===== config.mk =====
export PLATFORM = sky130hd
export DESIGN_NAME = cpu_control
export DESIGN_NICKNAME = d
export VERILOG_FILES = /design/src/rtl/cpu_ctrl_pkg.sv /design/src/rtl/cpu_decode.sv /design/src/rtl/cpu_control.sv
export SDC_FILE = /design/constraint.sdc
export NUM_CORES = 1
export LEC_CHECK = 0
export BUFFER_PORTS_ARGS = -buffer_cell sky130_fd_sc_hd__buf_2
export CAP_MARGIN = 20
export CORE_MARGIN = 2
export CORE_UTILIZATION = 40
export CTS_BUF_LIST = sky130_fd_sc_hd__clkbuf_8
export CTS_CLUSTER_DIAMETER = 40
export DETAILED_ROUTE_END_ITERATION = 6
export PLACE_DENSITY = 0.86
export SETUP_SLACK_MARGIN = 0.02
export SLEW_MARGIN = 10
export SYNTH_ARGS = -nofsm -noshare
export SYNTH_HDL_FRONTEND = slang
export SYNTH_SLANG_ARGS = --single-unit

===== constraint.sdc =====
create_clock -name clk -period 3.6 [get_ports clk]
set_input_delay 0.36 -clock clk [delete_from_list [all_inputs] [get_ports clk]]
set_output_delay 0.36 -clock clk [all_outputs]
set_load 0.01 [all_outputs]

===== src/rtl/cpu_ctrl_pkg.sv =====
// Shared encodings for the MIPS control path: opcodes, functs, ALU codes,
// datapath select enums and the trap vector addresses.
package cpu_ctrl_pkg;

  localparam logic [5:0] OP_RTYPE = 6'h00;
  localparam logic [5:0] OP_BLTZ  = 6'h01;
  localparam logic [5:0] OP_J     = 6'h02;
  localparam logic [5:0] OP_JAL   = 6'h03;
  localparam logic [5:0] OP_BEQ   = 6'h04;
  localparam logic [5:0] OP_BNE   = 6'h05;
  localparam logic [5:0] OP_BLEZ  = 6'h06;
  localparam logic [5:0] OP_BGTZ  = 6'h07;
  localparam logic [5:0] OP_ADDI  = 6'h08;
  localparam logic [5:0] OP_ADDIU = 6'h09;
  localparam logic [5:0] OP_SLTI  = 6'h0A;
  localparam logic [5:0] OP_SLTIU = 6'h0B;
  localparam logic [5:0] OP_ANDI  = 6'h0C;
  localparam logic [5:0] OP_LUI   = 6'h0F;
  localparam logic [5:0] OP_LW    = 6'h23;
  localparam logic [5:0] OP_SW    = 6'h2B;

  localparam logic [5:0] FN_SLL  = 6'h00;
  localparam logic [5:0] FN_SRL  = 6'h02;
  localparam logic [5:0] FN_SRA  = 6'h03;
  localparam logic [5:0] FN_JR   = 6'h08;
  localparam logic [5:0] FN_JALR = 6'h09;
  localparam logic [5:0] FN_ADD  = 6'h20;
  localparam logic [5:0] FN_ADDU = 6'h21;
  localparam logic [5:0] FN_SUB  = 6'h22;
  localparam logic [5:0] FN_SUBU = 6'h23;
  localparam logic [5:0] FN_AND  = 6'h24;
  localparam logic [5:0] FN_OR   = 6'h25;
  localparam logic [5:0] FN_XOR  = 6'h26;
  localparam logic [5:0] FN_NOR  = 6'h27;
  localparam logic [5:0] FN_SLT  = 6'h2A;
  localparam logic [5:0] FN_SLTU = 6'h2B;

  localparam logic [5:0] ALU_ADD = 6'b000000;
  localparam logic [5:0] ALU_SUB = 6'b000001;
  localparam logic [5:0] ALU_AND = 6'b011000;
  localparam logic [5:0] ALU_OR  = 6'b011110;
  localparam logic [5:0] ALU_XOR = 6'b010110;
  localparam logic [5:0] ALU_NOR = 6'b010001;
  localparam logic [5:0] ALU_SLL = 6'b100000;
  localparam logic [5:0] ALU_SRL = 6'b100001;
  localparam logic [5:0] ALU_SRA = 6'b100011;
  localparam logic [5:0] ALU_EQ  = 6'b110011;
  localparam logic [5:0] ALU_NEQ = 6'b110001;
  localparam logic [5:0] ALU_LT  = 6'b110101;
  localparam logic [5:0] ALU_LEZ = 6'b111101;
  localparam logic [5:0] ALU_LTZ = 6'b111011;
  localparam logic [5:0] ALU_GTZ = 6'b111111;

  localparam logic [31:0] VEC_IRQ = 32'h8000_0004;
  localparam logic [31:0] VEC_EXC = 32'h8000_0008;

  typedef enum logic [2:0] {
    PCSRC_PC4    = 3'd0,
    PCSRC_BRANCH = 3'd1,
    PCSRC_JUMP   = 3'd2,
    PCSRC_RS     = 3'd3,
    PCSRC_IRQ    = 3'd4,
    PCSRC_EXC    = 3'd5
  } pcsrc_e;

  typedef enum logic [1:0] {
    REGDST_RD = 2'd0,
    REGDST_RT = 2'd1,
    REGDST_RA = 2'd2,
    REGDST_XP = 2'd3
  } regdst_e;

  typedef enum logic [1:0] {
    M2R_ALU = 2'd0,
    M2R_MEM = 2'd1,
    M2R_PC4 = 2'd2
  } memtoreg_e;

  typedef struct packed {
    pcsrc_e     pcsrc;
    regdst_e    regdst;
    logic       regwr;
    logic       alusrc1;
    logic       alusrc2;
    logic [5:0] alufun;
    logic       sign;
    logic       memwr;
    logic       memrd;
    memtoreg_e  memtoreg;
    logic       extop;
    logic       luop;
  } ctrl_t;

endpackage


===== src/rtl/cpu_decode.sv =====
// Pure combinational opcode/funct decode; flags encodings it does not know.
module cpu_decode
  import cpu_ctrl_pkg::*;
(
  input  logic [5:0] i_op,
  input  logic [5:0] i_funct,
  output ctrl_t      o_ctrl,
  output logic       o_undef
);

  always_comb begin
    o_ctrl        = '0;
    o_ctrl.alufun = ALU_ADD;
    o_ctrl.extop  = 1'b1;
    o_undef       = 1'b0;
    case (i_op)
      OP_RTYPE: begin
        o_ctrl.regdst = REGDST_RD;
        o_ctrl.regwr  = 1'b1;
        case (i_funct)
          FN_ADD:  begin o_ctrl.alufun = ALU_ADD; o_ctrl.sign = 1'b1; end
          FN_ADDU: o_ctrl.alufun = ALU_ADD;
          FN_SUB:  begin o_ctrl.alufun = ALU_SUB; o_ctrl.sign = 1'b1; end
          FN_SUBU: o_ctrl.alufun = ALU_SUB;
          FN_AND:  o_ctrl.alufun = ALU_AND;
          FN_OR:   o_ctrl.alufun = ALU_OR;
          FN_XOR:  o_ctrl.alufun = ALU_XOR;
          FN_NOR:  o_ctrl.alufun = ALU_NOR;
          FN_SLT:  begin o_ctrl.alufun = ALU_LT; o_ctrl.sign = 1'b1; end
          FN_SLTU: o_ctrl.alufun = ALU_LT;
          FN_SLL:  begin o_ctrl.alufun = ALU_SLL; o_ctrl.alusrc1 = 1'b1; end
          FN_SRL:  begin o_ctrl.alufun = ALU_SRL; o_ctrl.alusrc1 = 1'b1; end
          FN_SRA:  begin o_ctrl.alufun = ALU_SRA; o_ctrl.alusrc1 = 1'b1; end
          FN_JR:   begin o_ctrl.pcsrc = PCSRC_RS; o_ctrl.regwr = 1'b0; end
          FN_JALR: begin o_ctrl.pcsrc = PCSRC_RS; o_ctrl.memtoreg = M2R_PC4; end
          default: begin o_ctrl.regwr = 1'b0; o_undef = 1'b1; end
        endcase
      end
      OP_ADDI, OP_ADDIU, OP_SLTI, OP_SLTIU, OP_ANDI: begin
        o_ctrl.alusrc2 = 1'b1;
        o_ctrl.regdst  = REGDST_RT;
        o_ctrl.regwr   = 1'b1;
        o_ctrl.sign    = (i_op == OP_ADDI) || (i_op == OP_SLTI);
        if (i_op == OP_SLTI || i_op == OP_SLTIU) o_ctrl.alufun = ALU_LT;
        if (i_op == OP_ANDI) begin
          o_ctrl.alufun = ALU_AND;
          o_ctrl.extop  = 1'b0;
        end
      end
      OP_LW: begin
        o_ctrl.alusrc2  = 1'b1;
        o_ctrl.memrd    = 1'b1;
        o_ctrl.memtoreg = M2R_MEM;
        o_ctrl.regdst   = REGDST_RT;
        o_ctrl.regwr    = 1'b1;
      end
      OP_SW: begin
        o_ctrl.alusrc2 = 1'b1;
        o_ctrl.memwr   = 1'b1;
      end
      // The datapath feeds $0 as operand A, so ADD yields Imm16<<16.
      OP_LUI: begin
        o_ctrl.luop    = 1'b1;
        o_ctrl.alusrc2 = 1'b1;
        o_ctrl.regdst  = REGDST_RT;
        o_ctrl.regwr   = 1'b1;
      end
      OP_BEQ:  begin o_ctrl.pcsrc = PCSRC_BRANCH; o_ctrl.sign = 1'b1; o_ctrl.alufun = ALU_EQ;  end
      OP_BNE:  begin o_ctrl.pcsrc = PCSRC_BRANCH; o_ctrl.sign = 1'b1; o_ctrl.alufun = ALU_NEQ; end
      OP_BLEZ: begin o_ctrl.pcsrc = PCSRC_BRANCH; o_ctrl.sign = 1'b1; o_ctrl.alufun = ALU_LEZ; end
      OP_BGTZ: begin o_ctrl.pcsrc = PCSRC_BRANCH; o_ctrl.sign = 1'b1; o_ctrl.alufun = ALU_GTZ; end
      OP_BLTZ: begin o_ctrl.pcsrc = PCSRC_BRANCH; o_ctrl.sign = 1'b1; o_ctrl.alufun = ALU_LTZ; end
      OP_J:    o_ctrl.pcsrc = PCSRC_JUMP;
      OP_JAL: begin
        o_ctrl.pcsrc    = PCSRC_JUMP;
        o_ctrl.regdst   = REGDST_RA;
        o_ctrl.memtoreg = M2R_PC4;
        o_ctrl.regwr    = 1'b1;
      end
      default: o_undef = 1'b1;
    endcase
  end

endmodule


===== src/rtl/cpu_control.sv =====
// Main decoder: instruction field split, registered IRQ sample and the
// reset > interrupt > exception > normal-decode override chain.
module cpu_control
  import cpu_ctrl_pkg::*;
(
  input  logic        clk,
  input  logic        reset,
  input  logic [31:0] Instruct,
  input  logic        PC,
  input  logic        IRQ,
  output logic [25:0] JT,
  output logic [15:0] Imm16,
  output logic [4:0]  Shamt,
  output logic [4:0]  Rd,
  output logic [4:0]  Rt,
  output logic [4:0]  Rs,
  output logic [2:0]  PCSrc,
  output logic [1:0]  RegDst,
  output logic        RegWr,
  output logic        ALUSrc1,
  output logic        ALUSrc2,
  output logic [5:0]  ALUFun,
  output logic        Sign,
  output logic        MemWr,
  output logic        MemRd,
  output logic [1:0]  MemToReg,
  output logic        EXTOp,
  output logic        LUOp
);

  logic  r_irq;
  logic  w_undef;
  logic  w_take_irq;
  ctrl_t w_dec;
  ctrl_t w_ctrl;

  assign JT    = Instruct[25:0];
  assign Imm16 = Instruct[15:0];
  assign Shamt = Instruct[10:6];
  assign Rd    = Instruct[15:11];
  assign Rt    = Instruct[20:16];
  assign Rs    = Instruct[25:21];

  cpu_decode u_decode (
    .i_op    (Instruct[31:26]),
    .i_funct (Instruct[5:0]),
    .o_ctrl  (w_dec),
    .o_undef (w_undef)
  );

  always_ff @(posedge clk or posedge reset) begin
    if (reset) r_irq <= 1'b0;
    else       r_irq <= IRQ;
  end

  // Kernel mode masks interrupts and suppresses exception entry.
  assign w_take_irq = r_irq & ~PC;

  always_comb begin
    w_ctrl = w_dec;
    if (reset) begin
      w_ctrl.pcsrc = PCSRC_PC4;
      w_ctrl.regwr = 1'b0;
      w_ctrl.memwr = 1'b0;
      w_ctrl.memrd = 1'b0;
    end else if (w_take_irq || (w_undef && !PC)) begin
      w_ctrl.pcsrc    = w_take_irq ? PCSRC_IRQ : PCSRC_EXC;
      w_ctrl.regdst   = REGDST_XP;
      w_ctrl.memtoreg = M2R_PC4;
      w_ctrl.regwr    = 1'b1;
      w_ctrl.memwr    = 1'b0;
      w_ctrl.memrd    = 1'b0;
    end else if (w_undef) begin
      w_ctrl.pcsrc = PCSRC_PC4;
      w_ctrl.regwr = 1'b0;
      w_ctrl.memwr = 1'b0;
      w_ctrl.memrd = 1'b0;
    end
  end

  assign PCSrc    = w_ctrl.pcsrc;
  assign RegDst   = w_ctrl.regdst;
  assign RegWr    = w_ctrl.regwr;
  assign ALUSrc1  = w_ctrl.alusrc1;
  assign ALUSrc2  = w_ctrl.alusrc2;
  assign ALUFun   = w_ctrl.alufun;
  assign Sign     = w_ctrl.sign;
  assign MemWr    = w_ctrl.memwr;
  assign MemRd    = w_ctrl.memrd;
  assign MemToReg = w_ctrl.memtoreg;
  assign EXTOp    = w_ctrl.extop;
  assign LUOp     = w_ctrl.luop;

endmodule


# After elaboration in Yosys (flattened, before gate mapping)
# Cells that the tools add are included.
# word_totals
latchBits	0
mem_bits_rw	0
inputBits	36
mem_bits_ro	0
register_bits	1
memories	0
# op_classes
magnitude_cmp	0
eq_ne	29
addsub	0
n_div	0
bitwise	2
shift	0
mux	35
reduce_logical	20
multipliers	0
# ops
cell	count
6-bit equality test, second input constant	12
6-bit one-hot mux with 9 select lines	1
7-bit one-hot mux with 7 select lines	1
6-bit by 4-bit equality test with 1-bit output, second input constant	8
15-bit OR reduction	2
6-bit by 2-bit equality test with 1-bit output, second input constant	4
6-bit by 3-bit equality test with 1-bit output, second input constant	4
2-bit two-way mux	9
1-bit two-way mux	15
14-bit OR reduction	1
6-bit zero test	2
6-bit two-way mux	2
2-bit one-hot mux with 3 select lines	2
5-bit OR reduction	2
3-bit two-way mux	3
3-bit one-hot mux with 3 select lines	1
2-bit OR reduction	4
8-bit OR reduction	1
7-bit OR reduction	1
6-bit by 1-bit equality test with 1-bit output, second input constant	1
3-bit OR reduction	2
1-bit logical OR	3
1-bit one-hot mux with 2 select lines	1
1-bit bitwise AND	1
3 further kinds	3

# Depth between registers and ports, before layout
# depth
word_depth	8
mapped_depth	7

# Modules after synthesis
# From an unflattened synthesis, not the netlist that was laid out.
# unflattened
hier_cells	213
area_unflattened_um2	1418.9
# modules_own_cells
module	instances	cells_each	area_each_um2
cpu_decode	1	134	807.0
cpu_control	1	79	611.8

# Worst setup path after synthesis
# OpenSTA, ideal clock, no wires.
# synth_path
path_kind	input to output
startpoint	in Instruct[30]
endpoint	out PCSrc[0]
n_path_buf	2
cell_stages	7
arrival_ns	1.975
setup_slack_ns	1.265
cell_sequence	buf_6 or4_4 buf_6 or3_4 a31oi_4 nand2_1 a31oi_1
# synth_via
elab_chain_cells	7
elab_cells_between_ends	26
cone_classes	15 x eq/ne; 5 x mux; 6 x reduce/logical
# synth_lines
item	line	source
from (decl)	cpu_control.sv:8	input logic [31:0] Instruct,
6-bit by 4-bit equality test with 1-bit output (tied with other cells)	cpu_decode.sv:16	case (i_op)
15-bit OR reduction (no source line)	n/a	
1-bit one-hot mux with 2 select lines	cpu_decode.sv:16	
1-bit logical AND	cpu_control.sv:66	end else if (w_take_irq || (w_undef && !PC)) begin
1-bit logical OR	cpu_control.sv:66	
3-bit two-way mux (*)	cpu_control.sv:66	
3-bit two-way mux (*)	cpu_control.sv:61	if (reset) begin
to (decl)	cpu_control.sv:17	output logic [2:0] PCSrc,
# Every way passes the cells marked *; elsewhere a longest branch is shown, timed or not.

# Worst setup path in the final report
# layout_path
startpoint	in Instruct[30]
endpoint	out MemToReg[0]
# layout_via
elab_chain_cells	7
elab_cells_between_ends	23
cone_classes	15 x eq/ne; 4 x mux; 4 x reduce/logical
# layout_lines
item	line	source
6-bit by 4-bit equality test with 1-bit output (tied with other cells)	cpu_decode.sv:16	
15-bit OR reduction (no source line)	n/a	
1-bit one-hot mux with 2 select lines	cpu_decode.sv:16	
1-bit logical AND	cpu_control.sv:66	
1-bit logical OR	cpu_control.sv:66	
2-bit two-way mux	cpu_control.sv:66	
2-bit two-way mux (*)	cpu_control.sv:61	
to (decl)	cpu_control.sv:26	output logic [1:0] MemToReg,
# Marks and branches as above.

==> flow_summary.yaml <==
cells_and_area:
  instances_no_fill: 211
  largest_reg_flops: 1
  final_cell_mix: "buf_2 (48), nand2_1 (16), o21ai_0 (14)"
  diodes: 0
  mostFrequentLayoutCell: "buf_2"
  largestRegisters: "r_irq (1)"
  regMostFlops: "r_irq"
  syn2layout_area_growth_pct: -17.89
  nets: 205
  fin_util_pct: 34.43
  drive_gt1_share_pct: 35.93
sta:
  fin_crit_sh_pct: 68.81
  slew_headroom_pct: 74.71
  holdWs_ps: 267.8
  hold_viol: 0
  period_needed_ps: 2477
  slew_viol_final: 0
  setup_tns_ps: 0
  fmax_mhz: 403.7
  setup_viol: 0
  rsz0062_at_grt: "false"
  worst_pin_slew_ps: 377.9
placed_design:
  place.gp.congestion: 0.8743
  dp.cells: 211
  portBuffers: 48
  post-dp-hpwl_um: 2111
route:
  via_count: 1094
  firstDrtPassIters: 6
  avgViaCountPerCell: 5.185
  drtIter0Drc: 179
  antenna_left: 0
  wl_per_cell_um: 12.69
  drc_errors: 0
  totalWireLength_um: 2678
logic_synthesis:
  synthAdderAreaFrac_pct: 0
  synth_xor_area_share_pct: 1.369
  synth_edf_count: 0
  async_flop_share_pct: 100.0
  ys_seq_area_share_pct: 1.955
  avgSynthCellArea_um2: 6.667
  synthSimpleGateAreaFrac_pct: 25.32
  synth_top_family_by_area: "buffers and inverters"
  synth_nets: 228
  muxShareOfSynthArea_pct: 0.7820
  synth_compound_area_share_pct: 26.98
  synthCells: 192
  synth_flop_cell: "dfrtp_1"
  ys_ff_latch: 1
  netlist_area_mm2: 0.001280
  yosys.cell_types.count: 47
  yosysWarnings: 0
critical_path:
  crit_path_max_fanout: 10
  worstSetupPathType: "input pin to output port"
  arrival_ps: 2120
  cp.required_ps: 3240
  critPathLaunchType: "input pin"
  end_kind: "output port"
power_and_ir_drop:
  p_int_uw: 52.00
  switching_share_pct: 56.71
  pwr-share-clk_pct: 0
  fin_total_pwr_uw: 120.1
  power.switching_uw: 68.13
  seqPwrFrac_pct: 10.6
  power_density_mw_per_mm2: 114.3
  ir_drop_v: 0.00004624
  p_leak_nw: 0.4954
  combPwrFrac_pct: 89.4
clocking:
  postCtsHoldBufs: 0
  post_cts_resized: 0
  clk_pin_slew_ps: 0
  postCtsSetupBuffers: 0
grt:
  grt_max_degree: 18
  antenna_found_initial: 0
  grt_overflow: 0
  first_global_vias: 823
  grt_pass1_wl_um: 3739
  grt_use_total_pct: 12.68
worst_hold_path:
  holdCritPathClass: "input pin to async pin"
die:
  die_h_um: 60.57
  die_w_um: 60.57
  io_pins: 119
  start_util_pct: 41.93
  die_area_mm2: 0.003669
  core_area_mm2: 0.003053
  row_count: 20
flow_run:
  max_cap_viol_count: 0
run_status:
  outcome: "completed"
[layout make-up]
type / count / area, um2
repair buffers: 48 / 240.2
well taps: 44 / 55.05
inverters: 9 / 33.78
multi-input cells: 109 / 696.9
fillers: 356 / 2002
flip-flops and latches: 1 / 25.02
[cell usage after synthesis, types with 6 or more instances]
cell / count / area share (%)
o21ai_0: 14 / 5.5
a21oi_1: 8 / 3.1
nand2_1: 16 / 4.7
clkbuf_1: 6 / 1.8
buf_4: 62 / 36
nand2b_1: 7 / 3.4
nor2_1: 10 / 2.9
inv_1: 9 / 2.6
[worst max-delay path: stages]
cell,delay (ps)
buf_2,150
or4_4,580
or3_4,360
a31oi_4,210
o311ai_4,160
and2_1,170
buf_2,130
[through the flow]
step | setup WS [ps] | instance area, um2
6_report | 1123 | 1051
5_1_grt | 1045 | 1051
4_1_cts | 1126 | 1051
3_5_place_dp | 1123 | 1051
3_3_place_gp | 1141 | 1051
2_1_floorplan | 1265 | 1280
[routing by layer]
metal / up-vias / share of wire (%) / wire length [um] / GRT usage, %
met4: 0 / 0.22 / 6 / 3.416
li1: 550 / - / - / -
met1: 488 / 44 / 1169 / 18.01
met5: - / 0 / 0 / 0
met2: 53 / 47 / 1258 / 20.74
met3: 3 / 9.1 / 244 / 0.8529
[power by group through the flow]
stage | registers (mW) | clock network, mW | logic (mW)
floorplan | 0.0127 | 0 | 0.136
detailed placement | 0.0128 | 0 | 0.107
finish | 0.0128 | 0 | 0.107
global route | 0.0129 | 0 | 0.118
CTS | 0.0128 | 0 | 0.107
global placement | 0.0127 | 0 | 0.105
[final timing paths]
check                        startpoint               to  slack, ps  cells past startpoint
setup / recovery           Instruct[30]      MemToReg[0]       1120                      7
hold / removal                    reset  r_irq$_DFF_PP0_        270                      2
max in group asynchronous         reset  r_irq$_DFF_PP0_       3190                      2
min in group clk                    IRQ  r_irq$_DFF_PP0_        470                      1
[logic make-up after synthesis]
family	Yosys count
compound gates	48
flops	1
buf+inv	82
simple gates	58
mux	1
xor+xnor	2
No activity file was read; power rests on OpenSTA's default activity.
